==> config.mk <==
export PLATFORM = sky130hd
export DESIGN_NAME = seq_fp_subtractor
export DESIGN_NICKNAME = d
export VERILOG_FILES = /design/src/rtl/float_types_pkg.sv /design/src/rtl/fp_special_case_detect.sv /design/src/rtl/seq_fp_subtractor.sv
export SDC_FILE = /design/constraint.sdc
export NUM_CORES = 1
export LEC_CHECK = 0
export ABC_AREA = 0
export CAP_MARGIN = 20
export CORE_UTILIZATION = 28
export CTS_CLUSTER_DIAMETER = 150
export DETAILED_ROUTE_END_ITERATION = 12
export PLACE_DENSITY = 0.54
export SETUP_SLACK_MARGIN = 0.15
export SYNTH_ARGS = -nofsm -noshare
export SYNTH_HDL_FRONTEND = slang
export SYNTH_SLANG_ARGS = --single-unit
==> constraint.sdc <==
create_clock -name clk_i -period 6.1 [get_ports clk_i]
set_clock_uncertainty 0.2 [all_clocks]
set_input_delay 0.61 -clock clk_i [delete_from_list [all_inputs] [get_ports clk_i]]
set_output_delay 0.61 -clock clk_i [all_outputs]
set_load 0.01 [all_outputs]
==> src/rtl/float_types_pkg.sv <==
// Shared single-precision float format, FSM encoding and helpers for the
// sequential FP units.
package float_types_pkg;

  typedef struct packed {
    logic        sign;
    logic [7:0]  exp;
    logic [22:0] mant;
  } float_point_num;

  typedef enum logic [2:0] {
    ST_IDLE  = 3'd0,
    ST_CHECK = 3'd1,
    ST_ALIGN = 3'd2,
    ST_ADD   = 3'd3,
    ST_NORM  = 3'd4,
    ST_DONE  = 3'd5
  } fsm_state_e;

  localparam logic [31:0] FP_QNAN    = 32'h7FC0_0000;
  localparam logic [7:0]  FP_EXP_MAX = 8'hFF;

  function automatic logic is_nan(input float_point_num x);
    return (x.exp == FP_EXP_MAX) && (x.mant != '0);
  endfunction

  function automatic logic is_inf(input float_point_num x);
    return (x.exp == FP_EXP_MAX) && (x.mant == '0);
  endfunction

endpackage

==> src/rtl/fp_special_case_detect.sv <==
// Combinational NaN/Inf/zero screening of a + b_eff, where b_eff already
// carries the inverted subtrahend sign.
module fp_special_case_detect
  import float_types_pkg::*;
(
  input  float_point_num a_i,
  input  float_point_num b_i,
  output logic           special_o,
  output float_point_num res_o,
  output logic           status_o
);

  always_comb begin
    special_o = 1'b1;
    res_o     = '0;
    status_o  = 1'b0;
    if (is_nan(a_i) || is_nan(b_i)) begin
      res_o    = FP_QNAN;
      status_o = 1'b1;
    end else if (is_inf(a_i) && is_inf(b_i) && (a_i.sign != b_i.sign)) begin
      res_o    = FP_QNAN;
      status_o = 1'b1;
    end else if (is_inf(a_i)) begin
      res_o    = '{sign: a_i.sign, exp: FP_EXP_MAX, mant: '0};
      status_o = 1'b1;
    end else if (is_inf(b_i)) begin
      res_o    = '{sign: b_i.sign, exp: FP_EXP_MAX, mant: '0};
      status_o = 1'b1;
    end else if (b_i.exp == '0) begin
      // Denormals are flushed: a denormal minuend collapses to its signed zero.
      res_o = (a_i.exp == '0) ? '{sign: a_i.sign, exp: '0, mant: '0} : a_i;
    end else if (a_i.exp == '0) begin
      res_o = b_i;
    end else begin
      special_o = 1'b0;
    end
  end

endmodule

==> src/rtl/seq_fp_subtractor.sv <==
// Multi-cycle single-precision subtractor (a - b): one alignment or
// normalisation bit per cycle behind valid/ready handshakes.
module seq_fp_subtractor
  import float_types_pkg::*;
#(
  parameter int EXP_W     = 8,
  parameter int MANT_W    = 23,
  parameter int ALIGN_SAT = 25
) (
  input  logic           clk_i,
  input  logic           rst_ni,
  input  float_point_num a_i,
  input  float_point_num b_i,
  input  logic           vld_i,
  output logic           rdy_o,
  output float_point_num res_o,
  output logic           status_o,
  output logic           vld_o,
  input  logic           rdy_i
);

  localparam int SIG_W  = MANT_W + 1;
  localparam int SUM_W  = MANT_W + 2;
  localparam int DIFF_W = $clog2(ALIGN_SAT + 1);

  fsm_state_e        state_q, state_d;
  float_point_num    a_q, a_d, b_q, b_d;
  logic              sign_x_q, sign_x_d;
  logic              eff_sub_q, eff_sub_d;
  logic [EXP_W-1:0]  exp_q, exp_d;
  logic [SIG_W-1:0]  mant_x_q, mant_x_d;
  logic [SIG_W-1:0]  mant_y_q, mant_y_d;
  logic [DIFF_W-1:0] diff_q, diff_d;
  logic [SUM_W-1:0]  sum_q, sum_d;
  float_point_num    res_q, res_d;
  logic              status_q, status_d;

  logic              spec_hit;
  float_point_num    spec_res;
  logic              spec_status;
  logic              a_ge_b;
  float_point_num    op_x, op_y;
  logic [EXP_W-1:0]  exp_gap;
  logic [DIFF_W-1:0] gap_sat;
  logic [EXP_W-1:0]  exp_inc;

  fp_special_case_detect u_special (
    .a_i       (a_q),
    .b_i       (b_q),
    .special_o (spec_hit),
    .res_o     (spec_res),
    .status_o  (spec_status)
  );

  // Ties keep a as the larger operand.
  assign a_ge_b  = {a_q.exp, a_q.mant} >= {b_q.exp, b_q.mant};
  assign op_x    = a_ge_b ? a_q : b_q;
  assign op_y    = a_ge_b ? b_q : a_q;
  assign exp_gap = op_x.exp - op_y.exp;
  assign gap_sat = (exp_gap > EXP_W'(ALIGN_SAT)) ? DIFF_W'(ALIGN_SAT) : exp_gap[DIFF_W-1:0];
  assign exp_inc = exp_q + EXP_W'(1);

  always_comb begin
    state_d   = state_q;
    a_d       = a_q;
    b_d       = b_q;
    sign_x_d  = sign_x_q;
    eff_sub_d = eff_sub_q;
    exp_d     = exp_q;
    mant_x_d  = mant_x_q;
    mant_y_d  = mant_y_q;
    diff_d    = diff_q;
    sum_d     = sum_q;
    res_d     = res_q;
    status_d  = status_q;
    case (state_q)
      ST_IDLE: begin
        if (vld_i) begin
          a_d     = a_i;
          b_d     = '{sign: ~b_i.sign, exp: b_i.exp, mant: b_i.mant};
          state_d = ST_CHECK;
        end
      end
      ST_CHECK: begin
        if (spec_hit) begin
          res_d    = spec_res;
          status_d = spec_status;
          state_d  = ST_DONE;
        end else begin
          sign_x_d  = op_x.sign;
          eff_sub_d = a_q.sign ^ b_q.sign;
          exp_d     = op_x.exp;
          mant_x_d  = {1'b1, op_x.mant};
          mant_y_d  = {1'b1, op_y.mant};
          diff_d    = gap_sat;
          status_d  = 1'b0;
          state_d   = ST_ALIGN;
        end
      end
      ST_ALIGN: begin
        if (diff_q == '0) begin
          state_d = ST_ADD;
        end else begin
          mant_y_d = mant_y_q >> 1;
          diff_d   = diff_q - DIFF_W'(1);
        end
      end
      ST_ADD: begin
        sum_d   = eff_sub_q ? ({1'b0, mant_x_q} - {1'b0, mant_y_q})
                            : ({1'b0, mant_x_q} + {1'b0, mant_y_q});
        state_d = ST_NORM;
      end
      ST_NORM: begin
        if (sum_q == '0) begin
          res_d   = '0;
          state_d = ST_DONE;
        end else if (sum_q[SUM_W-1]) begin
          sum_d = sum_q >> 1;
          exp_d = exp_inc;
          if (exp_inc == FP_EXP_MAX) begin
            res_d    = '{sign: sign_x_q, exp: FP_EXP_MAX, mant: '0};
            status_d = 1'b1;
            state_d  = ST_DONE;
          end
        end else if (sum_q[SUM_W-2]) begin
          res_d   = '{sign: sign_x_q, exp: exp_q, mant: sum_q[MANT_W-1:0]};
          state_d = ST_DONE;
        end else begin
          sum_d = sum_q << 1;
          exp_d = exp_q - EXP_W'(1);
          // Underflow past the smallest normal exponent flushes to signed zero.
          if (exp_q == EXP_W'(1)) begin
            res_d   = '{sign: sign_x_q, exp: '0, mant: '0};
            state_d = ST_DONE;
          end
        end
      end
      ST_DONE: begin
        if (rdy_i) state_d = ST_IDLE;
      end
      default: state_d = ST_IDLE;
    endcase
  end

  always_ff @(posedge clk_i or negedge rst_ni) begin
    if (!rst_ni) begin
      state_q   <= ST_IDLE;
      a_q       <= '0;
      b_q       <= '0;
      sign_x_q  <= 1'b0;
      eff_sub_q <= 1'b0;
      exp_q     <= '0;
      mant_x_q  <= '0;
      mant_y_q  <= '0;
      diff_q    <= '0;
      sum_q     <= '0;
      res_q     <= '0;
      status_q  <= 1'b0;
    end else begin
      state_q   <= state_d;
      a_q       <= a_d;
      b_q       <= b_d;
      sign_x_q  <= sign_x_d;
      eff_sub_q <= eff_sub_d;
      exp_q     <= exp_d;
      mant_x_q  <= mant_x_d;
      mant_y_q  <= mant_y_d;
      diff_q    <= diff_d;
      sum_q     <= sum_d;
      res_q     <= res_d;
      status_q  <= status_d;
    end
  end

  assign rdy_o    = (state_q == ST_IDLE);
  assign vld_o    = (state_q == ST_DONE);
  assign res_o    = res_q;
  assign status_o = status_q;

endmodule

==> results of run 1 <==
worst reg2reg max path, delay by kind of cell (launching register included):
kind	cells	cell delay, ps
simple gates	5	1610
compound gates	9	1970
fa+ha+maj	1	360
xor+xnor	1	150
flops	1	420
area by class of cell:
class | count | area (um2) | area share
well taps | 585 | 732.0 | 0.05098
multi-input cells | 1159 | 6922 | 0.4820
clock inverters | 12 | 152.6 | 0.01063
clock buffers | 19 | 442.9 | 0.03085
flip-flops and latches | 188 | 4705 | 0.3276
inverters | 62 | 232.7 | 0.01621
repair buffers | 119 | 1172 | 0.08165
worst paths after layout:
check,to,cells after the start,start,slack (ps)
max,sum_q[21]$_DFFE_PN0P_,16,mant_y_q[4]$_DFFE_PN0P_,1270
min,a_q[25]$_DFFE_PN0P_,1,rst_ni,-4
max reg2reg,sum_q[21]$_DFFE_PN0P_,16,mant_y_q[4]$_DFFE_PN0P_,1270
min reg2reg,res_o[2]$_DFFE_PN0P_,2,res_o[2]$_DFFE_PN0P_,280
max in group asynchronous,state_q[0]$_DFFE_PN0P_,2,rst_ni,4410
min in group clk_i,res_o[2]$_DFFE_PN0P_,2,res_o[2]$_DFFE_PN0P_,280
layer usage:
metal / vias to the layer above / GRT usage
li1: 5431 / -
met1: 5178 / 0.2614
met2: 316 / 0.2462
met3: 34 / 0.02156
met4: 0 / 0.04973
met5: - / 0
synth_stat cells (all sizes together) (2+ instances only):
master | count | area, um2
nand2 | 254 | 953.4
a31oi | 12 | 75.07
a211oi | 10 | 80.07
o21a | 4 | 30.03
and3 | 2 | 12.51
nor4 | 29 | 187.7
a21oi | 150 | 758.2
o22ai | 4 | 25.02
xor2 | 10 | 87.58
a21o | 12 | 90.09
or3b | 2 | 17.52
nor3 | 34 | 180.2
a21boi | 3 | 22.52
nor2 | 104 | 390.4
buf | 8 | 42.54
o41ai | 4 | 35.03
o21ai | 217 | 1094
xnor2 | 40 | 350.3
inv | 62 | 232.7
nor3b | 7 | 52.55
nor2b | 5 | 31.28
o22a | 9 | 78.83
o211a | 3 | 30.03
mux2 | 31 | 349.1
dfrtp | 188 | 4705
a311o | 2 | 20.02
and2 | 6 | 37.54
a221o | 11 | 110.1
a211o | 2 | 17.52
clkbuf | 88 | 330.3
o21bai | 3 | 22.52
o211ai | 5 | 37.54
nand3 | 11 | 55.05
or3 | 7 | 43.79
nand2b | 7 | 43.79
or2 | 5 | 31.28
mux2i | 8 | 80.08
nand4 | 15 | 93.84
a221oi | 11 | 96.34
ha | 62 | 775.7
a22oi | 36 | 270.3
o31ai | 2 | 15.01
nand3b | 6 | 45.04
cells by family after synthesis:
| kind of cell | count (synthesis) |
|---|---|
| compound gates | 510 |
| xor+xnor | 50 |
| fa+ha+maj | 63 |
| buf+inv | 158 |
| flops | 188 |
| mux | 39 |
| simple gates | 497 |
power groups by stage:
stage / Clock (mW) / Sequential, mW / Combinational [mW]
global route: 1.25 / 2.73 / 6.78
global placement: 0 / 2.63 / 5.85
finish: 1.17 / 2.63 / 6.01
detailed placement: 0 / 2.64 / 5.93
floorplan: 0 / 2.33 / 4.52
CTS: 1.20 / 2.62 / 5.96
sequential cells by signal, indices dropped and copies added, names as in the netlist:
| register | cells |
|---|---|
| b_q | 32 |
| eff_sub_q | 1 |
| exp_q | 8 |
| a_q | 32 |
| mant_y_q | 24 |
| res_o | 32 |
| status_o | 1 |
| mant_x_q | 24 |
| diff_q | 5 |
| sign_x_q | 1 |
| sum_q | 25 |
| state_q | 3 |
stage by stage:
stage | instances | utilization | setup slack [ps] | hold slack, ps | power [mW]
2_1_floorplan | 1505 | - | 1882 | 114.4 | 6.846
3_3_place_gp | 2112 | 0.3189 | 1333 | 260.1 | 8.483
3_5_place_dp | 2112 | 0.3189 | 1273 | 271.5 | 8.571
4_1_cts | 2143 | 0.3327 | 1225 | 25.94 | 9.786
5_1_grt | 2144 | 0.3333 | 879.2 | 50.92 | 10.75
6_report | 2144 | 0.3333 | 1271 | -3.710 | 9.807
==> metrics, run 1 <==
simple-gate area share of the yosys netlist=0.1802; Worst Path Required=approximately 6200 ps; combinational family with the most area after synthesis=compound AO/OA/AOI/OAI gates; effective utilization at floorplan=0.2835; master of the slowest instance on the critical path=o41ai_1; Final period util=0.7916; die width=between 200 and 250 um; transition at the pin with the smallest max-transition slack=around 1100 ps; internal power=between 4 and 5 mW; number of design-rule violations left by the first detailed-router iteration=a little over 900; Switching Share=0.5024; Yosys cell types=69; Routed WL per cell=about 17 um; count of mapped cells out of synthesis=approximately 1500; power per unit of standard cell area=between 600 and 700 nW/um2; layout overhead on the synthesized area=17.59%; number of storage elements in the synthesis netlist=between 150 and 200; level count of the clock H-tree=4; combinational fraction of design power=0.613; number of antenna violations at the first check in global routing=0; register area share after synthesis=0.3853; critical path peak fanout=5; number of synthesis warnings=0; Final Critical Period=roughly 4800 ps; placeable core area=43080 um2; setup repair after global routing missed its margin=false; clock share of power=0.119; kind of cell with the highest combined delay on the critical path=compound AO/OA/AOI/OAI gates; DRC violation count after routing=0; top routing layer used=met4; number of ports placed on the die boundary=between 100 and 150; Synth Area in Compound Gates=0.2487; final setup violation count=0; DP HPWL=27770 um; number of buffers inserted by post-CTS setup repair=0; total nets after synthesis=~1600; number of max-cap violations=0; Die Span Y=between 200 and 250 um; first-pass GRT wire length=between 50000 and 60000 um; sum of negative setup slack=0 ps; synthesized-area fraction occupied by adder cells=0.06517; commonest cells after routing, fill and taps aside=nand2_1, o21ai_0, dfrtp_1, a21oi_1, nor2_1; largest net degree at the start of global routing=between 80 and 90; overall overflow remaining after global route=0; via count=between 10000 and 15000; worst slew margin relative to its limit=0.2660; total of cells resized after clock tree synthesis=0; antenna diode count=0; combined global-route utilization of all metal layers=0.1704; total length of routed met3 wires=about 1800 um; classification of the worst-slack hold path=in -> async; CTS buffer count=17; most common cell after layout, fill and taps aside=nand2_1; most common cell type on the critical path=a21oi_1; fillcell total=4526; failing checks=hold timing; number of standard-cell rows in the floorplan=76; final WL=37270 um; average via count per standard cell=between 5 and 6; most frequently used flop master after synthesis=dfrtp_1; synthesized area per cell=8.113 um2; final net count=1678; area of placed instances=approximately 14000 um2; met2 wirelength from detailed routing=15720 um; critical setup path kind=reg -> reg; Routed Antenna Nets=0; critical path capture point type=register; NetSw=a little under 5 mW; DIE AREA=44450 um2; number of buffers on the longest clock path=2; outcome=complete, but fails checks; number of enable flip-flop cells after synthesis=0; met1 routed wirelength after detailed routing=19080 um; Clock Latency Late Sink=440 ps; buffers added on ports=about 100; sequential group share of total power=0.268; CTS tree=yes; kind of launch point of the worst setup path=register; share of layout cells above drive strength 1=0.06479; number of endpoints with negative hold slack in the final report=2; Root Driver=clkbuf_16; peak supply drop=about 0.30 mV; ys async rst share=1.000; cells traversed along the worst timing path=or3_1 > nor3_1 > nand2_1 > nor3b_1 > a21oi_1 > xnor2_1 > ha_1 > a21o_1 > a21o_1 > a21oi_1 > a211oi_1 > o41ai_1 > a21boi_0 > or3_1 > a311oi_1 > a21oi_1; count of hold-fix buffers inserted at cts=0; mux cell area share after synthesis=0.03515; Pre-Repair DR Iteration Count=5; synthesized area=approximately 12000 um2; gp weighted congestion=0.8874; sum of buffers and inverters on the critical path=0; static leakage power=roughly 5.9 nW; Clock transition at path regs=~80 ps; post-route cell area=14360 um2; vias in the first global route=10470; xor and xnor fraction of the mapped netlist area=0.03586; data arrival time of the critical path=4940 ps; upper clock frequency limit=between 0.2 and 0.25 GHz; number of pins with negative max-slew slack in the final report=0; Max stage delay on crit path=~530 ps; number of sinks driven by the clock tree=around 190; Post-Route Hold Slack=-3.710 ps
(Power assumes the default switching activity.)
==> inputs of run 2 (changes only) <==
==> constraint.sdc (replaced) <==
create_clock -name clk_i -period 4.87 [get_ports clk_i]
set_clock_uncertainty 0.2 [all_clocks]
set_input_delay 0.487 -clock clk_i [delete_from_list [all_inputs] [get_ports clk_i]]
set_output_delay 0.487 -clock clk_i [all_outputs]
set_load 0.01 [all_outputs]
==> run 2 against run 1 <==
Net effect: the run now ends clean; routed wire length fell by 0.53%; maximum frequency rose by 9.5%; worst setup slack got worse by 810 ps; utilization rose by 0.27 points; sequential share of layout area fell by 0.26 points; first-iteration DRC count fell by 8.6%; register-to-register slack got worse by 810 ps; critical path depth did not move; global-route usage barely moved; critical endpoint unchanged.
==> metrics, run 2 (synthesis results as in run 1) <==
final net count=1687 (+0.54%); share of layout cells above drive strength 1=0.07202 (+0.007235); transition at the pin with the smallest max-transition slack=1126 ps (+25.20 ps); layout overhead on the synthesized area=18.54%; largest net degree at the start of global routing=113 (+38%); number of standard-cell rows in the floorplan=76 (unchanged); number of buffers inserted by post-CTS setup repair=0 (unchanged); area of placed instances=13800 um2 (+0.47%); Final Critical Period=4409 ps (-420.2 ps); Worst Path Required=5000 ps (-1220 ps); power per unit of standard cell area=853.6 nW/um2 (+25%); number of antenna violations at the first check in global routing=0 (unchanged); static leakage power=5.924 nW (+1.2%); number of pins with negative max-slew slack in the final report=0 (unchanged); level count of the clock H-tree=4 (unchanged); final worst slack=461.3 ps (-809.8 ps); sum of negative setup slack=0 ps (unchanged); classification of the worst-slack hold path=reg -> reg; worst slew margin relative to its limit=0.2394 (-0.02662); effective utilization at floorplan=0.2835 (unchanged); combined global-route utilization of all metal layers=0.1704 (about the same); gp weighted congestion=0.8925 (+0.57%); Post-Route Hold Slack=281.1 ps (+284.8 ps); number of buffers on the longest clock path=2 (unchanged); DP Cell Count=2119 (+0.33%); DRC violation count after routing=0 (unchanged); first-pass GRT wire length=59120 um (-1.2%); outcome=finished clean; antenna diode count=0 (unchanged); CTS tree=yes; critical path peak fanout=5 (unchanged); most common cell after layout, fill and taps aside=nand2_1; critical path capture point type=register; post-route total power=12.35 mW (+26%); Die Span Y=210.8 um (unchanged); post-route cell area=14470 um2 (+0.80%); number of endpoints with negative hold slack in the final report=0 (-2); number of ports placed on the die boundary=103 (unchanged); die width=210.8 um (unchanged); Root Driver=clkbuf_16; count of placed standard cells in the final layout, fillers left out=2154 (+0.47%); Routed WL per cell=17.21 um (-0.99%); average via count per standard cell=5.091 (-0.41%); data arrival time of the critical path=4540 ps (-400 ps); placeable core area=43080 um2 (unchanged); vias in the first global route=10480 (+0.057%); kind of launch point of the worst setup path=register; worst setup timing slack at the placement stage=377.3 ps (-896.0 ps); DP HPWL=27660 um (-0.40%); CTS buffer count=17 (unchanged); Clock Latency Late Sink=460 ps (+20 ps); DIE AREA=44450 um2 (unchanged); number of max-cap violations=0 (unchanged); overall overflow remaining after global route=0 (unchanged); Pre-Repair DR Iteration Count=5 (unchanged); Util after Layout=0.3360 (+0.002673); final WL=37070 um (-0.53%); critical setup path kind=reg -> reg; buffers added on ports=102 (unchanged); Final period util=0.9053 (+0.1137); Clock transition at path regs=70 ps (about the same); commonest cells after routing, fill and taps aside=nand2_1, o21ai_0, dfrtp_1, a21oi_1, nor2_1; setup repair after global routing missed its margin=false; number of sinks driven by the clock tree=188 (unchanged); upper clock frequency limit=0.2268 GHz (+9.5%); final setup violation count=0 (unchanged); peak supply drop=0.4876 mV (+61%); Routed Antenna Nets=0 (unchanged); via count=10970 (+0.055%); number of design-rule violations left by the first detailed-router iteration=853 (-8.6%); fillcell total=4544 (+0.40%)
## run 2: timing repair
item | in CTS | in global routing
hold buffers | 1 | 0
gates resized for setup | 0 | 2
endpoints found under the setup margin | 0 | 3
endpoints found under the hold margin | 11 | 0
## run 2: report_power, final
part	switching, mW	internal (mW)	leakage (nW)
sequential	0.992	2.28	2.35
combinational	4.50	3.09	3.27
clock	0.677	0.812	0.298
total	6.17	6.19	5.92
## run 2: per-layer routing
| layer | part of all wire | track usage |
|---|---|---|
| met2 | 0.42 | 0.2492 |
| met4 | 0.021 | 0.05847 |
| met1 | 0.52 | 0.2570 |
| met3 | 0.037 | 0.01918 |
| met5 | 0 | 0 |
## run 2: critical path: stages (launching register included)
cell	delay, ps
dfrtp_1	420
or3_1	420
nor3_1	260
nand2_1	120
nor3b_1	290
a21oi_1	130
xnor2_1	150
ha_1	360
a21o_1	180
a21o_1	170
a21oi_1	230
a211oi_1	180
o41ai_2	380
a21boi_0	160
or3_1	320
a311oi_1	260
a21oi_1	60
## run 2: worst paths after layout
path,slack (ps),depth (start not counted),from,endpoint
worst max-delay path,460,16,mant_y_q[4]$_DFFE_PN0P_,sum_q[21]$_DFFE_PN0P_
worst min-delay path,280,2,res_o[31]$_DFFE_PN0P_,res_o[31]$_DFFE_PN0P_
worst max register to register,460,16,mant_y_q[4]$_DFFE_PN0P_,sum_q[21]$_DFFE_PN0P_
worst min register to register,280,2,res_o[31]$_DFFE_PN0P_,res_o[31]$_DFFE_PN0P_
max in group asynchronous,2990,3,rst_ni,sum_q[7]$_DFFE_PN0P_
min in group asynchronous,500,2,rst_ni,a_q[24]$_DFFE_PN0P_
## run 2: final cells by class
cell class                      count  area [um2]  share of cell area
Multi-Input combinational cell   1159        6937              0.4793
Sequential cell                   188        4705              0.3250
Timing Repair Buffer              128        1255             0.08670
Tap cell                          585       732.0             0.05057
Clock buffer                       20       466.7             0.03224
Inverter                           62       232.7             0.01608
Clock inverter                     12       146.4             0.01011
==> inputs of run 3 (changes only) <==
--- a/config.mk
+++ b/config.mk
@@ -8,7 +8,6 @@
 export ABC_AREA = 0
 export CAP_MARGIN = 20
 export CORE_UTILIZATION = 28
-export CTS_CLUSTER_DIAMETER = 150
 export DETAILED_ROUTE_END_ITERATION = 12
 export PLACE_DENSITY = 0.54
 export SETUP_SLACK_MARGIN = 0.15
==> results of run 3 <==
Same layout as run 2: the final DEF is identical, and so are final timing and power.
